File: config.mk
export PLATFORM = sky130hd
export DESIGN_NAME = pixel_plot_sink_flat
export DESIGN_NICKNAME = d
export VERILOG_FILES = /design/src/rtl/pixel_plot_sink_pkg.sv /design/src/rtl/pixel_plot_sink_if.sv /design/src/rtl/pixel_plot_sink_fifo.sv /design/src/rtl/pixel_plot_sink.sv /design/src/flat_wrapper.sv
export SDC_FILE = /design/constraint.sdc
export NUM_CORES = 1
export LEC_CHECK = 0
export BUFFER_PORTS_ARGS = -buffer_cell sky130_fd_sc_hd__buf_2
export CAP_MARGIN = 20
export CORE_ASPECT_RATIO = 1.2
export CORE_MARGIN = 2
export CORE_UTILIZATION = 55
export DETAILED_ROUTE_END_ITERATION = 8
export PLACE_DENSITY = 0.78
export REMOVE_ABC_BUFFERS = 1
export SLEW_MARGIN = 20
export SYNTH_ARGS = -nofsm -noshare
export SYNTH_HDL_FRONTEND = slang
export SYNTH_HIERARCHICAL = 1
export SYNTH_SLANG_ARGS = --single-unit
File: constraint.sdc
create_clock -name clock -period 4.2 [get_ports clock]
set_clock_uncertainty 0.15 [all_clocks]
set_input_delay 0.63 -clock clock [delete_from_list [all_inputs] [get_ports clock]]
set_output_delay 0.63 -clock clock [all_outputs]
set_load 0.02 [all_outputs]
File: src/rtl/pixel_plot_sink_pkg.sv
// Shared screen geometry, pixel record and output-stage state for the pixel-plot sink.
package pixel_plot_sink_pkg;
  localparam int SCREEN_W  = 320;
  localparam int SCREEN_H  = 240;
  localparam int FB_ADDR_W = 17;
  localparam int COLOR_W   = 3;
  localparam int X_W       = 9;
  localparam int Y_W       = 8;

  typedef struct packed {
    logic [X_W-1:0]     x;
    logic [Y_W-1:0]     y;
    logic [COLOR_W-1:0] color;
  } pixel_t;

  typedef enum logic {EMPTY_OUT, WRITE} out_state_t;

  // Y*320 + X built from two shifts so no multiplier is inferred.
  function automatic logic [FB_ADDR_W-1:0] fb_linear_addr(input logic [X_W-1:0] x,
                                                          input logic [Y_W-1:0] y);
    logic [FB_ADDR_W-1:0] yy;
    yy = {{(FB_ADDR_W-Y_W){1'b0}}, y};
    return (yy << 8) + (yy << 6) + {{(FB_ADDR_W-X_W){1'b0}}, x};
  endfunction
endpackage

File: src/rtl/pixel_plot_sink_if.sv
// Plot request bus (drawers -> sink) and framebuffer write port (sink -> framebuffer).
interface pixel_plot_if;
  import pixel_plot_sink_pkg::*;
  logic               plot;
  logic [X_W-1:0]     X;
  logic [Y_W-1:0]     Y;
  logic [COLOR_W-1:0] color;
  logic               ready;

  modport master (output plot, X, Y, color, input ready);
  modport slave  (input plot, X, Y, color, output ready);
endinterface

interface pixel_fb_if;
  import pixel_plot_sink_pkg::*;
  logic                 fb_we;
  logic [FB_ADDR_W-1:0] fb_addr;
  logic [COLOR_W-1:0]   fb_data;
  logic                 fb_busy;

  modport master (output fb_we, fb_addr, fb_data, input fb_busy);
  modport slave  (input fb_we, fb_addr, fb_data, output fb_busy);
endinterface

File: src/rtl/pixel_plot_sink_fifo.sv
// Small circular FIFO of range-checked pixels; push ignored when full, pop ignored when empty.
module pixel_fifo
  import pixel_plot_sink_pkg::*;
#(
  parameter int DEPTH = 4,
  localparam int AW = $clog2(DEPTH),
  localparam int CW = AW + 1
) (
  input  logic          clock,
  input  logic          resetn,
  input  logic          push,
  input  pixel_t        din,
  input  logic          pop,
  output pixel_t        dout,
  output logic          full,
  output logic          empty,
  output logic [CW-1:0] count
);
  pixel_t        mem [DEPTH];
  logic [AW-1:0] wr_ptr, rd_ptr;
  logic          do_push, do_pop;

  assign full    = (count == CW'(DEPTH));
  assign empty   = (count == '0);
  assign do_push = push & ~full;
  assign do_pop  = pop & ~empty;
  assign dout    = mem[rd_ptr];

  always_ff @(posedge clock or negedge resetn) begin
    if (!resetn) begin
      wr_ptr <= '0;
      rd_ptr <= '0;
      count  <= '0;
    end else begin
      if (do_push) wr_ptr <= wr_ptr + 1'b1;
      if (do_pop)  rd_ptr <= rd_ptr + 1'b1;
      case ({do_push, do_pop})
        2'b10:   count <= count + 1'b1;
        2'b01:   count <= count - 1'b1;
        default: ;
      endcase
    end
  end

  // Storage needs no reset: pointers and count define what is valid.
  always_ff @(posedge clock) begin
    if (do_push) mem[wr_ptr] <= din;
  end
endmodule

File: src/rtl/pixel_plot_sink.sv
// Pixel-plot sink: range check + drop counter, FIFO, address adder, 2-state framebuffer writer.
module pixel_plot_sink #(
  parameter int DEPTH    = 4,
  parameter int SCREEN_W = pixel_plot_sink_pkg::SCREEN_W,
  parameter int SCREEN_H = pixel_plot_sink_pkg::SCREEN_H
) (
  input  logic        clock,
  input  logic        resetn,
  pixel_plot_if.slave pin,
  pixel_fb_if.master  fb,
  output logic        idle,
  output logic [7:0]  drop_count
);
  import pixel_plot_sink_pkg::*;

  localparam int CW = $clog2(DEPTH) + 1;
  localparam logic [X_W-1:0] X_LIM = X_W'(SCREEN_W);
  localparam logic [Y_W-1:0] Y_LIM = Y_W'(SCREEN_H);

  pixel_t        in_px, head;
  logic          full, empty, accept, in_range, push, drop, pop;
  logic [CW-1:0] count;
  out_state_t    state;

  assign in_px    = '{x: pin.X, y: pin.Y, color: pin.color};
  assign in_range = (pin.X < X_LIM) && (pin.Y < Y_LIM);
  // ready comes straight from the registered count, never from plot.
  assign pin.ready = ~full;
  assign accept   = pin.plot & ~full;
  assign push     = accept & in_range;
  assign drop     = accept & ~in_range;
  assign pop      = ~empty & ((state == EMPTY_OUT) | ~fb.fb_busy);
  assign idle     = (count == '0) && (state == EMPTY_OUT);

  pixel_fifo #(.DEPTH(DEPTH)) u_fifo (
    .clock (clock),
    .resetn(resetn),
    .push  (push),
    .din   (in_px),
    .pop   (pop),
    .dout  (head),
    .full  (full),
    .empty (empty),
    .count (count)
  );

  always_ff @(posedge clock or negedge resetn) begin
    if (!resetn)                         drop_count <= '0;
    else if (drop && drop_count != 8'hFF) drop_count <= drop_count + 1'b1;
  end

  always_ff @(posedge clock or negedge resetn) begin
    if (!resetn) begin
      state      <= EMPTY_OUT;
      fb.fb_we   <= 1'b0;
      fb.fb_addr <= '0;
      fb.fb_data <= '0;
    end else begin
      case (state)
        EMPTY_OUT: if (!empty) begin
          fb.fb_we   <= 1'b1;
          fb.fb_addr <= fb_linear_addr(head.x, head.y);
          fb.fb_data <= head.color;
          state      <= WRITE;
        end
        // Busy holds everything; otherwise the current write retires and the next one loads.
        WRITE: if (!fb.fb_busy) begin
          if (!empty) begin
            fb.fb_addr <= fb_linear_addr(head.x, head.y);
            fb.fb_data <= head.color;
          end else begin
            fb.fb_we <= 1'b0;
            state    <= EMPTY_OUT;
          end
        end
        default: state <= EMPTY_OUT;
      endcase
    end
  end
endmodule

File: src/flat_wrapper.sv
// flat-port wrapper written by rule: the top's interface ports become plain ports
module pixel_plot_sink_flat import pixel_plot_sink_pkg::*;
#(
  parameter int DEPTH    = 4,
  parameter int SCREEN_W = pixel_plot_sink_pkg::SCREEN_W,
  parameter int SCREEN_H = pixel_plot_sink_pkg::SCREEN_H
)
  (clock, resetn, idle, drop_count, pin_plot, pin_X, pin_Y, pin_color, pin_ready, fb_fb_we, fb_fb_addr, fb_fb_data, fb_fb_busy);
  pixel_plot_if pin_i ();
  pixel_fb_if fb_i ();
  input  logic clock;
  input  logic resetn;
  output logic idle;
  output logic [7:0] drop_count;
  input wire logic [$bits(pin_i.plot)-1:0] pin_plot;
  input wire logic [$bits(pin_i.X)-1:0] pin_X;
  input wire logic [$bits(pin_i.Y)-1:0] pin_Y;
  input wire logic [$bits(pin_i.color)-1:0] pin_color;
  output wire logic [$bits(pin_i.ready)-1:0] pin_ready;
  output wire logic [$bits(fb_i.fb_we)-1:0] fb_fb_we;
  output wire logic [$bits(fb_i.fb_addr)-1:0] fb_fb_addr;
  output wire logic [$bits(fb_i.fb_data)-1:0] fb_fb_data;
  input wire logic [$bits(fb_i.fb_busy)-1:0] fb_fb_busy;
  assign pin_i.plot = pin_plot;
  assign pin_i.X = pin_X;
  assign pin_i.Y = pin_Y;
  assign pin_i.color = pin_color;
  assign pin_ready = pin_i.ready;
  assign fb_fb_we = fb_i.fb_we;
  assign fb_fb_addr = fb_i.fb_addr;
  assign fb_fb_data = fb_i.fb_data;
  assign fb_i.fb_busy = fb_fb_busy;
  pixel_plot_sink #(.DEPTH(DEPTH), .SCREEN_W(SCREEN_W), .SCREEN_H(SCREEN_H)) u_core (.clock(clock), .resetn(resetn), .pin(pin_i), .fb(fb_i), .idle(idle), .drop_count(drop_count));
endmodule
**Yosys cells after proc, flatten, opt, wreduce, memory -nomap -nowiden**

Memory sizes are Yosys's and may differ from the RTL's.
Index checks and enable logic that the tools add are counted.

- Bits in registers: 37
- Bits in writable memories: 80
- Output and inout bits: 31
- Word-level logic and storage cells: 59
- Memories: 1

Memory list:

| name | words | width | read ports | clocked after memory_dff | wr ports | RTL line | text |
|---|---|---|---|---|---|---|---|
| u_core.u_fifo.mem | 4 | 20 | 1 | 0 | 1 | pixel_plot_sink_fifo.sv:19 | `pixel_t mem [DEPTH];` |

- $add $sub $neg: 7
- Order comparisons: 2
- Eq/ne operators: 7
- Mux-type cells: 16
- Bitwise gates (word level): 12
- Reduce and logical (&&, ||, !) cells: 6

Operators by type and width:

| operator | count |
|---|---|
| 17-bit two-way mux | 2 |
| 17-bit case mux with 2 select lines | 1 |
| 16-bit by 14-bit adder with 17-bit output | 1 |
| 17-bit by 9-bit adder with 17-bit output | 1 |
| 3-bit case mux with 2 select lines | 2 |
| 9-bit less-than comparator (second input constant) | 1 |
| 8-bit by 1-bit adder with 8-bit output (second input constant) | 1 |
| 8-bit less-than comparator (second input constant) | 1 |
| 8-bit != test (second input constant) | 1 |
| 1-bit two-way mux | 7 |
| 1-bit bitwise AND | 6 |
| 3-bit two-way mux | 2 |
| 1-bit NOT | 5 |
| 2-bit by 1-bit adder with 2-bit output (second input constant) | 2 |
| 2-bit != test (second input constant) | 2 |
| 1-bit case mux with 2 select lines | 2 |
| 3-bit by 1-bit adder with 3-bit output (second input constant) | 1 |
| 3-bit == test (second input constant) | 1 |
| 1-bit logical AND | 3 |
| 3-bit zero test | 1 |
| 3-bit AND reduction | 1 |
| 3-bit by 1-bit subtractor with 3-bit output (second input constant) | 1 |
| 2-bit by 1-bit == test with 1-bit output (second input constant) | 1 |
| 2-bit == test (second input constant) | 1 |
| 3 further kinds | 3 |

**Logic depth before layout (Yosys ltp)**

Gate-level depths: netlist (run 1).

- Word-level depth: 7
- Gate-level depth with buffers: 12
- Mapped depth without buffers: 11

**Cells and area by module**

The synthesis (run 1) kept the hierarchy.

By module, submodules not included:

| module | times used | cells an instance | area each (um^2) |
|---|---|---|---|
| pixel_fifo | 1 | 142 | 3330.7 |
| pixel_plot_sink | 1 | 183 | 1725.4 |

**Least setup slack after synthesis (run 1)**

OpenSTA, ideal clock, no wires.

- Path kind: register to register
- Start: register u_core.u_fifo.rd_ptr[0]
- End: register u_core.fb.fb_addr[13]
- Data arrival time: 2857 ps
- Required time: 3955 ps
- Slack: 1097 ps
- Cell stages (with the launch flop): 10
- Path buffers: 1
- Clock period less this slack: 3103 ps
- Cells stage by stage: dfrtp_1 buf_6 mux4_2 ha_1 ha_1 fa_1 a211oi_2 o21bai_1 o21ba_2 o31ai_1

RTL lines:

| element | RTL line | text |
|---|---|---|
| start, declared | pixel_plot_sink_fifo.sv:20 | `logic [AW-1:0] wr_ptr, rd_ptr;` |
| start signal, assigned | pixel_plot_sink_fifo.sv:36 | `if (do_pop) rd_ptr <= rd_ptr + 1'b1;` |
| end signal, assigned | pixel_plot_sink.sv:62 | `fb.fb_addr <= fb_linear_addr(head.x, head.y);` |
| end signal, assigned | pixel_plot_sink.sv:69 | `fb.fb_addr <= fb_linear_addr(head.x, head.y);` |
| end, declared | pixel_plot_sink_if.sv:21 | `modport master (output fb_we, fb_addr, fb_data, input fb_busy);` |

==> flow_summary_export.csv, run 1 <==
group,metric,value,unit
cts,clock_insertion_delay_worst_skew,510,ps
die,number_of_placement_rows,38,
timing,max-slew-margin-rel,39.28,%
die,full_die_area,9979,sq um
yosys,synthesized_cell_area,5056,sq um
cts,numCtsBuffers,17,
cts,cts_tree,"yes",
flow_run,maxCapViolCount,0,
cts,cts_repair_resize_count,0,
timing,max_slew.worst_pin.slew,910.8,ps
cts,numClockSinks,117,
worst_setup_path,critical_path_peak_fanout,19,
worst_setup_path,worstSetupPathType,"reg2reg",
timing,setup_violation_total_in_the_final_timing_report,0,
timing,layout_min_cycle_time,3475,ps
worst_setup_path,cpPeakStageDelay,570,ps
worst_setup_path,cp_data_arrival_time,3760,ps
routing,via_count,2863,
routing,drt-wirelength-per-cell,16.57,um
routing,drt-pass1-iter-count,4,
yosys,yosys_warnings,6,
yosys,synth_area_in_adders,6.385,%
die,io_pins,55,
yosys,synth-seq-cells,117,
die,die-width,91.53,um
routing,drt.antenna.violating_nets,0,
yosys,synth_enable_flop_cells,80,
placement,place.gp.congestion,0.7449,
routing,first_iter_violations,147,
yosys,synth-compound-area-share,5.073,%
grt,grt_use_total,18.77,%
power,ir_worst_vdd,0.4150,mV
die,floorplan.initialDensity,56.27,%
cts,post_cts.repair.setup_buffers,0,
routing,post-route-drc-count,0,
cts,cts_root_buf,"sky130_fd_sc_hd__clkbuf_8",
cts,holdBufCountCts,0,
timing,fin_setup_tns,0,ps
yosys,netlist-cell-type-count,46,
grt,pin_count_of_the_biggest_net_entering_global_routing,38,
yosys,postSynth.asyncResetShare,31.62,%
grt,vias_in_the_first_global_route,2802,
cts,clock_path_buffers,2,
worst_setup_path,worst_path_most_repeated_cell,"sky130_fd_sc_hd__inv_1",
yosys,most_instantiated_flip_flop_cell_in_the_synthesis_netlist,"sky130_fd_sc_hd__edfxtp_1",
finish,post_layout_nonfiller_instances,525,
finish,post_route_cells_drive_above_1_share,28.89,%
power,pwr_density_cell,842.7,nW/um^2
grt,grt_remaining_overflow,0,
hold_path,min-delay-path-class,"in2async",
timing,setup_repair_after_global_routing_missed_its_margin,"false",
placement,placed_cells_incl_taps,494,
worst_setup_path,kind_of_launch_point_of_the_worst_setup_path,"flip-flop",
die,design.core.area,8986,sq um
timing,fmax,287.8,MHz
die,dieHeight,109.0,um
yosys,synth-xor-area-share,2.425,%
outcome,outcome,"finished clean",
yosys,synth_simple_gate_area_share,8.636,%
worst_setup_path,slowest_stage,"sky130_fd_sc_hd__mux4_2",
worst_setup_path,cp-end-kind,"flip-flop",
yosys,synth.mux.area_fraction,9.503,%
routing,route.detailed.vias_per_inst,5.453,
finish,n_antenna_cell,0,
grt,number_of_antenna_violations_at_the_first_check_in_global_routing,0,
worst_setup_path,r2r_cells,10,
timing,slew_viol_final,0,
timing,fin_crit_sh,82.74,%
grt,wire_length_of_the_first_global_routing_pass,13.79,mm
cts,cts.reportedPaths.clkPinSlew,60,ps
finish,synthToLayoutAreaGrowth,17.84,%
yosys,dominant_combinational_cell_family_by_area_after_synthesis,"multiplexers",
placement,place.port_buffers,54,
yosys,post_synth.cell_area_avg,15.56,sq um
routing,wirelength,8.701,mm
placement,dp.final_hpwl,5.575,mm
worst_setup_path,critical_path.cell_chain,"buf_4 -> mux4_2 -> inv_1 -> fa_1 -> inv_1 -> ha_1 -> a211oi_2 -> o21bai_1 -> a2111oi_0 -> nand3b_1",
worst_setup_path,cp.required,4490,ps
yosys,syn-instance-count,325,
timing,final-hold-violation-count,0,
finish,nets,441,
power,p_leak,2.419,nW
cts,htree_levels,4,
yosys,yosysSeqAreaShare,65.83,%
[worst max-delay path, delay by kind of cell, from the launching register on]
family                   cells  cell delay [ps]
AO/OA/AOI/OAI                3              820
adder cells (fa/ha/maj)      2              670
buffers and inverters        3              590
multiplexers                 1              570
flip-flops                   1              440
AND/OR/NAND/NOR              1              150
[metrics by stage]
stage | cell area (sq um) | setup WS [ps] | total power [mW] | hold WS, ps | util (%)
3_3_place_gp | 5446 | 836.7 | 3.734 | 306.9 | 60.61
3_5_place_dp | 5446 | 752.0 | 3.793 | 311.5 | 60.61
5_1_grt | 5958 | 405.0 | 5.373 | 136.9 | 66.30
2_1_floorplan | 5004 | 594.9 | 3.269 | 184.4 | -
4_1_cts | 5958 | 726.0 | 5.061 | 98.06 | 66.30
6_report | 5958 | 724.9 | 5.021 | 90.96 | 66.30
[report_power, final]
group	internal (mW)	total [mW]	switching, mW
Sequential	1.52	1.69	0.169
Clock	0.766	1.24	0.471
Combinational	0.895	2.10	1.20
Total	3.18	5.02	1.84
[state kept, by name (all words and copies together) (netlist names)]
register and flops:
u_core/u_fifo/rd_ptr 2, u_core/state 1, u_core/u_fifo/mem 80, u_core/drop_count 8
u_core/fb.fb_data 3, u_core/fb.fb_addr 17, u_core/u_fifo/wr_ptr 2, u_core/fb.fb_we 1
u_core/u_fifo/count 3
[layer usage]
metal	part of all wire (%)	global-route usage, %
met4	2.0	9.957
met3	4.2	5.874
met1	41	21.79
met2	53	31.46
met5	0	0
[synth_stat cells, drive strengths merged (2+ instances only)]
master  count  share of area [%]
edfxtp     80                 48
fa          3                1.2
dfrtp      37                 18
and3        5               0.62
o31ai       2               0.30
o21ai      13                1.3
xnor2      11                1.9
inv        15                1.1
nand3b      2               0.30
nor3b       2               0.52
mux2        2               0.52
buf         8                1.0
o21bai      2               0.30
and2        6               0.84
a21o        3               0.45
a21oi       5               0.57
nand2      49                3.7
nand3       5               0.49
mux4       20                9.0
nor2        6               0.45
ha         21                5.2
nor3        3               0.30
xor2        3               0.52
nand4       6               0.74
a211oi      5               0.94
[final timing paths]
kind / slack, ps / end / startpoint
setup / recovery: 720 / u_core/fb.fb_addr[12] / u_core/u_fifo/rd_ptr[0]
hold reg to reg: 320 / u_core/fb.fb_addr[8] / u_core/fb.fb_addr[8]
hold / removal: 90 / u_core/fb.fb_addr[16] / resetn
min in group clock: 190 / u_core/u_fifo/mem[0][15] / pin_X[4]
setup reg to reg: 720 / u_core/fb.fb_addr[12] / u_core/u_fifo/rd_ptr[0]
max in group asynchronous: 3250 / u_core/fb.fb_addr[2] / resetn
[area by class of cell]
class / count / area [sq um]
clock inverters: 12 / 90.09
clock buffers: 19 / 421.7
fillers: 614 / 3028
inverters: 15 / 56.30
flip-flops and latches: 117 / 3328
multi-input cells: 185 / 1619
repair buffers: 57 / 292.8
well taps: 120 / 150.1
[cells by family after synthesis]
family	count (synthesis)
AOI/OAI and AO/OA	37
xor gates and xnor gates	14
adders and majority gates	24
buffers and inverters	23
DFF	117
muxes	22
and+or+nand+nor	88
[layout by cell type (no fill, tap or decap), types with 4 or more instances in the layout]
cell type / Yosys / routed
sky130_fd_sc_hd__a21oi_1: 4 / 4
sky130_fd_sc_hd__and2_2: 4 / 4
sky130_fd_sc_hd__and3_1: 5 / 5
sky130_fd_sc_hd__buf_2: 6 / 54
sky130_fd_sc_hd__clkbuf_16: 0 / 16
sky130_fd_sc_hd__clkinv_2: 0 / 5
sky130_fd_sc_hd__dfrtp_1: 37 / 37
sky130_fd_sc_hd__edfxtp_1: 80 / 80
sky130_fd_sc_hd__ha_1: 21 / 21
sky130_fd_sc_hd__inv_1: 14 / 14
sky130_fd_sc_hd__mux4_2: 19 / 19
sky130_fd_sc_hd__nand2_1: 48 / 48
sky130_fd_sc_hd__nand3_1: 5 / 5
sky130_fd_sc_hd__nand4_1: 6 / 6
sky130_fd_sc_hd__nor2_1: 6 / 6
sky130_fd_sc_hd__o21ai_0: 12 / 12
sky130_fd_sc_hd__xnor2_1: 11 / 11
Note: power is estimated with default switching activity, not from simulation.
==> run 2, diff against run 1 <==
--- a/config.mk
+++ b/config.mk
@@ -5,6 +5,7 @@
 export SDC_FILE = /design/constraint.sdc
 export NUM_CORES = 1
 export LEC_CHECK = 0
+export ABC_AREA = 1
 export BUFFER_PORTS_ARGS = -buffer_cell sky130_fd_sc_hd__buf_2
 export CAP_MARGIN = 20
 export CORE_ASPECT_RATIO = 1.2
==> constraint.sdc (replaced) <==
create_clock -name clock -period 3.31 [get_ports clock]
set_clock_uncertainty 0.15 [all_clocks]
set_input_delay 0.4965 -clock clock [delete_from_list [all_inputs] [get_ports clock]]
set_output_delay 0.4965 -clock clock [all_outputs]
set_load 0.02 [all_outputs]
==> flow_summary_export.csv, run 2 <==
group,metric,value,unit
power,power.share.switching,40.10,%
yosys,netlist-cell-type-count,30,
die,dieHeight,113.5,um
yosys,synth-compound-area-share,6.962,%
routing,wirelength,10.89,mm
placement,dp.final_hpwl,6.810,mm
finish,post-route-cell-area,6459,sq um
timing,slew_viol_final,0,
yosys,synthesized_cell_area,5499,sq um
routing,drt-wirelength-per-cell,14.77,um
yosys,synth.top_cells.by_area,"sky130_fd_sc_hd__edfxtp_1, sky130_fd_sc_hd__dfrtp_1, sky130_fd_sc_hd__nand2_1, sky130_fd_sc_hd__o211ai_1, sky130_fd_sc_hd__inv_1",
power,p_leak,3.023,nW
finish,regMostFlops,"u_core/u_fifo/mem",
finish,largest_reg_flops,80,
yosys,synth-seq-cells,117,
cts,cts_repair_resize_count,0,
yosys,post-synth-top-area-fraction,43.69,%
power,cellInternalPower,4.266,mW
cts,htree_levels,4,
cts,clock_path_buffers,2,
finish,n_antenna_cell,0,
power,pwr_density_cell,1103,nW/um^2
yosys,postSynth.asyncResetShare,31.62,%
cts,post_cts.repair.setup_buffers,0,
yosys,yosys_warnings,6,
routing,drt.antenna.violating_nets,0,
power,ir_worst_vdd,0.6708,mV
flow_run,maxCapViolCount,0,
finish,nets,646,
yosys,synth_simple_gate_area_share,16.93,%
worst_setup_path,critical_path_peak_fanout,48,
worst_setup_path,cp-end-kind,"flip-flop",
cts,cts_tree,"yes",
timing,fmax,324.4,MHz
yosys,synth.mux.area_fraction,0,%
die,number_of_placement_rows,40,
finish,layout.cells.most_common_list,"sky130_fd_sc_hd__nand2_1, sky130_fd_sc_hd__edfxtp_1, sky130_fd_sc_hd__inv_1",
timing,whs,76.11,ps
power,p_sw,2.856,mW
worst_setup_path,worstSetupPathType,"reg2reg",
yosys,syn-instance-count,532,
timing,setup_repair_after_global_routing_missed_its_margin,"false",
die,io_pins,55,
cts,cts.reportedPaths.clkPinSlew,50,ps
timing,fin_crit_sh,93.14,%
worst_setup_path,cp.required,3460,ps
yosys,synth_area_leader_cell,"sky130_fd_sc_hd__edfxtp_1",
finish,layout.cells.most_common,"sky130_fd_sc_hd__nand2_1",
yosys,post-synth-top-count-cell,"sky130_fd_sc_hd__nand2_1",
die,die-width,95.28,um
finish,synthToLayoutAreaGrowth,17.45,%
finish,largestRegisters,"u_core/u_fifo/mem x80, u_core/fb.fb_addr x17, u_core/drop_count x8",
timing,final-hold-violation-count,0,
placement,place.gp.congestion,0.8540,
placement,place.port_buffers,54,
timing,layout_min_cycle_time,3083,ps
die,full_die_area,10820,sq um
yosys,dominant_combinational_cell_family_by_area_after_synthesis,"simple AND/OR/NAND/NOR gates",
grt,number_of_antenna_violations_at_the_first_check_in_global_routing,0,
cts,numCtsBuffers,17,
cts,clock_insertion_delay_worst_skew,410,ps
yosys,most_instantiated_flip_flop_cell_in_the_synthesis_netlist,"sky130_fd_sc_hd__edfxtp_1",
cts,cts_root_buf,"sky130_fd_sc_hd__clkbuf_16",
timing,max_slew.worst_pin.slew,922.3,ps
routing,drt-pass1-iter-count,5,
outcome,outcome,"finished clean",
yosys,synth_area_in_adders,5.870,%
routing,via_count,3787,
timing,fin_setup_tns,0,ps
yosys,synth_enable_flop_cells,80,
power,p_comb_share,45.2,%
placement,placedInstanceArea,5877,sq um
yosys,synth-xor-area-share,1.570,%
power,power_frac_seq,29.7,%
cts,holdBufCountCts,0,
die,floorplan.initialDensity,55.77,%
finish,filler_cell_count,718,
die,design.core.area,9859,sq um
grt,wire_length_of_the_first_global_routing_pass,17.57,mm
worst_setup_path,cp_data_arrival_time,3230,ps
worst_setup_path,kind_of_launch_point_of_the_worst_setup_path,"flip-flop",
routing,first_iter_violations,212,
grt,grt_use_total,21.77,%
grt,vias_in_the_first_global_route,3818,
cts,numClockSinks,117,
routing,route.detailed.vias_per_inst,5.138,
grt,pin_count_of_the_biggest_net_entering_global_routing,49,
yosys,yosysSeqAreaShare,60.52,%
power,clock_power_share,25.1,%
timing,setup_violation_total_in_the_final_timing_report,0,
hold_path,min-delay-path-class,"in2async",
yosys,post_synth.cell_area_avg,10.34,sq um
grt,grt_remaining_overflow,0,
yosys,synth_top_cells_by_count,"sky130_fd_sc_hd__nand2_1, sky130_fd_sc_hd__edfxtp_1, sky130_fd_sc_hd__inv_1",
finish,post_route_cells_drive_above_1_share,17.35,%
timing,max-slew-margin-rel,38.52,%
routing,post-route-drc-count,0,
-- run 2: worst paths after layout --
check | from | to | slack, ps | cells after the start
hold reg to reg | u_core/fb.fb_addr[12] | u_core/fb.fb_addr[12] | 320 | 2
max in group asynchronous | resetn | u_core/fb.fb_addr[0] | 2360 | 1
min in group clock | pin_color[0] | u_core/u_fifo/mem[0][0] | 150 | 1
setup reg to reg | u_core/u_fifo/rd_ptr[0] | u_core/fb.fb_addr[15] | 230 | 14
setup / recovery | u_core/u_fifo/rd_ptr[0] | u_core/fb.fb_addr[15] | 230 | 14
hold / removal | resetn | u_core/fb.fb_addr[10] | 80 | 1
-- run 2: cell type report --
type / instances / area, sq um / area share (%)
clock buffers: 20 / 446.7 / 6.916
flip-flops and latches: 117 / 3328 / 51.53
multi-input cells: 316 / 1728 / 26.75
repair buffers: 62 / 342.8 / 5.308
inverters: 84 / 320.3 / 4.959
well taps: 126 / 157.7 / 2.441
clock inverters: 12 / 135.1 / 2.092
-- run 2: metrics by stage --
stage	std cells	util, %	setup WS [ps]	total power [mW]
floorplan	517	-	229.9	4.449
global placement	705	59.61	370.1	5.172
detailed placement	705	59.61	284.7	5.305
CTS	737	65.51	269.1	7.147
global route	737	65.51	8.122	7.685
finish	737	65.51	226.9	7.123
-- run 2: critical path, cell delays in order, from the launching register on --
cell and delay (ps):
sky130_fd_sc_hd__dfrtp_1 390, sky130_fd_sc_hd__inv_2 420, sky130_fd_sc_hd__buf_12 280, sky130_fd_sc_hd__nand2_1 70, sky130_fd_sc_hd__o211ai_1 100, sky130_fd_sc_hd__nand2_1 80, sky130_fd_sc_hd__ha_1 280, sky130_fd_sc_hd__ha_1 220
sky130_fd_sc_hd__fa_1 410, sky130_fd_sc_hd__nand2_1 90, sky130_fd_sc_hd__nand2_1 80, sky130_fd_sc_hd__nand3_1 140, sky130_fd_sc_hd__nand3_1 90, sky130_fd_sc_hd__nand3_1 90, sky130_fd_sc_hd__nand2_1 50
-- run 2: metal layers --
layer	GRT usage [%]	vias to the layer above	wire length (um)
li1	-	1879	-
met1	25.00	1763	4454
met2	37.09	128	5553
met3	7.332	17	703
met4	8.792	0	177
met5	0	-	0
-- run 2: kinds of logic after synthesis --
group	count (synthesis)
fa+ha+maj	24
buf+inv	99
xor+xnor	9
flops	117
compound gates	55
simple gates	228
-- run 2: power by group through the flow --
stage                     Clock, mW  Sequential, mW  Combinational, mW
after floorplan                   0            2.33               2.12
after global placement            0            2.12               3.05
after detailed placement          0            2.14               3.17
after CTS                      1.82            2.12               3.21
after global routing           1.88            2.15               3.65
final                          1.79            2.12               3.22
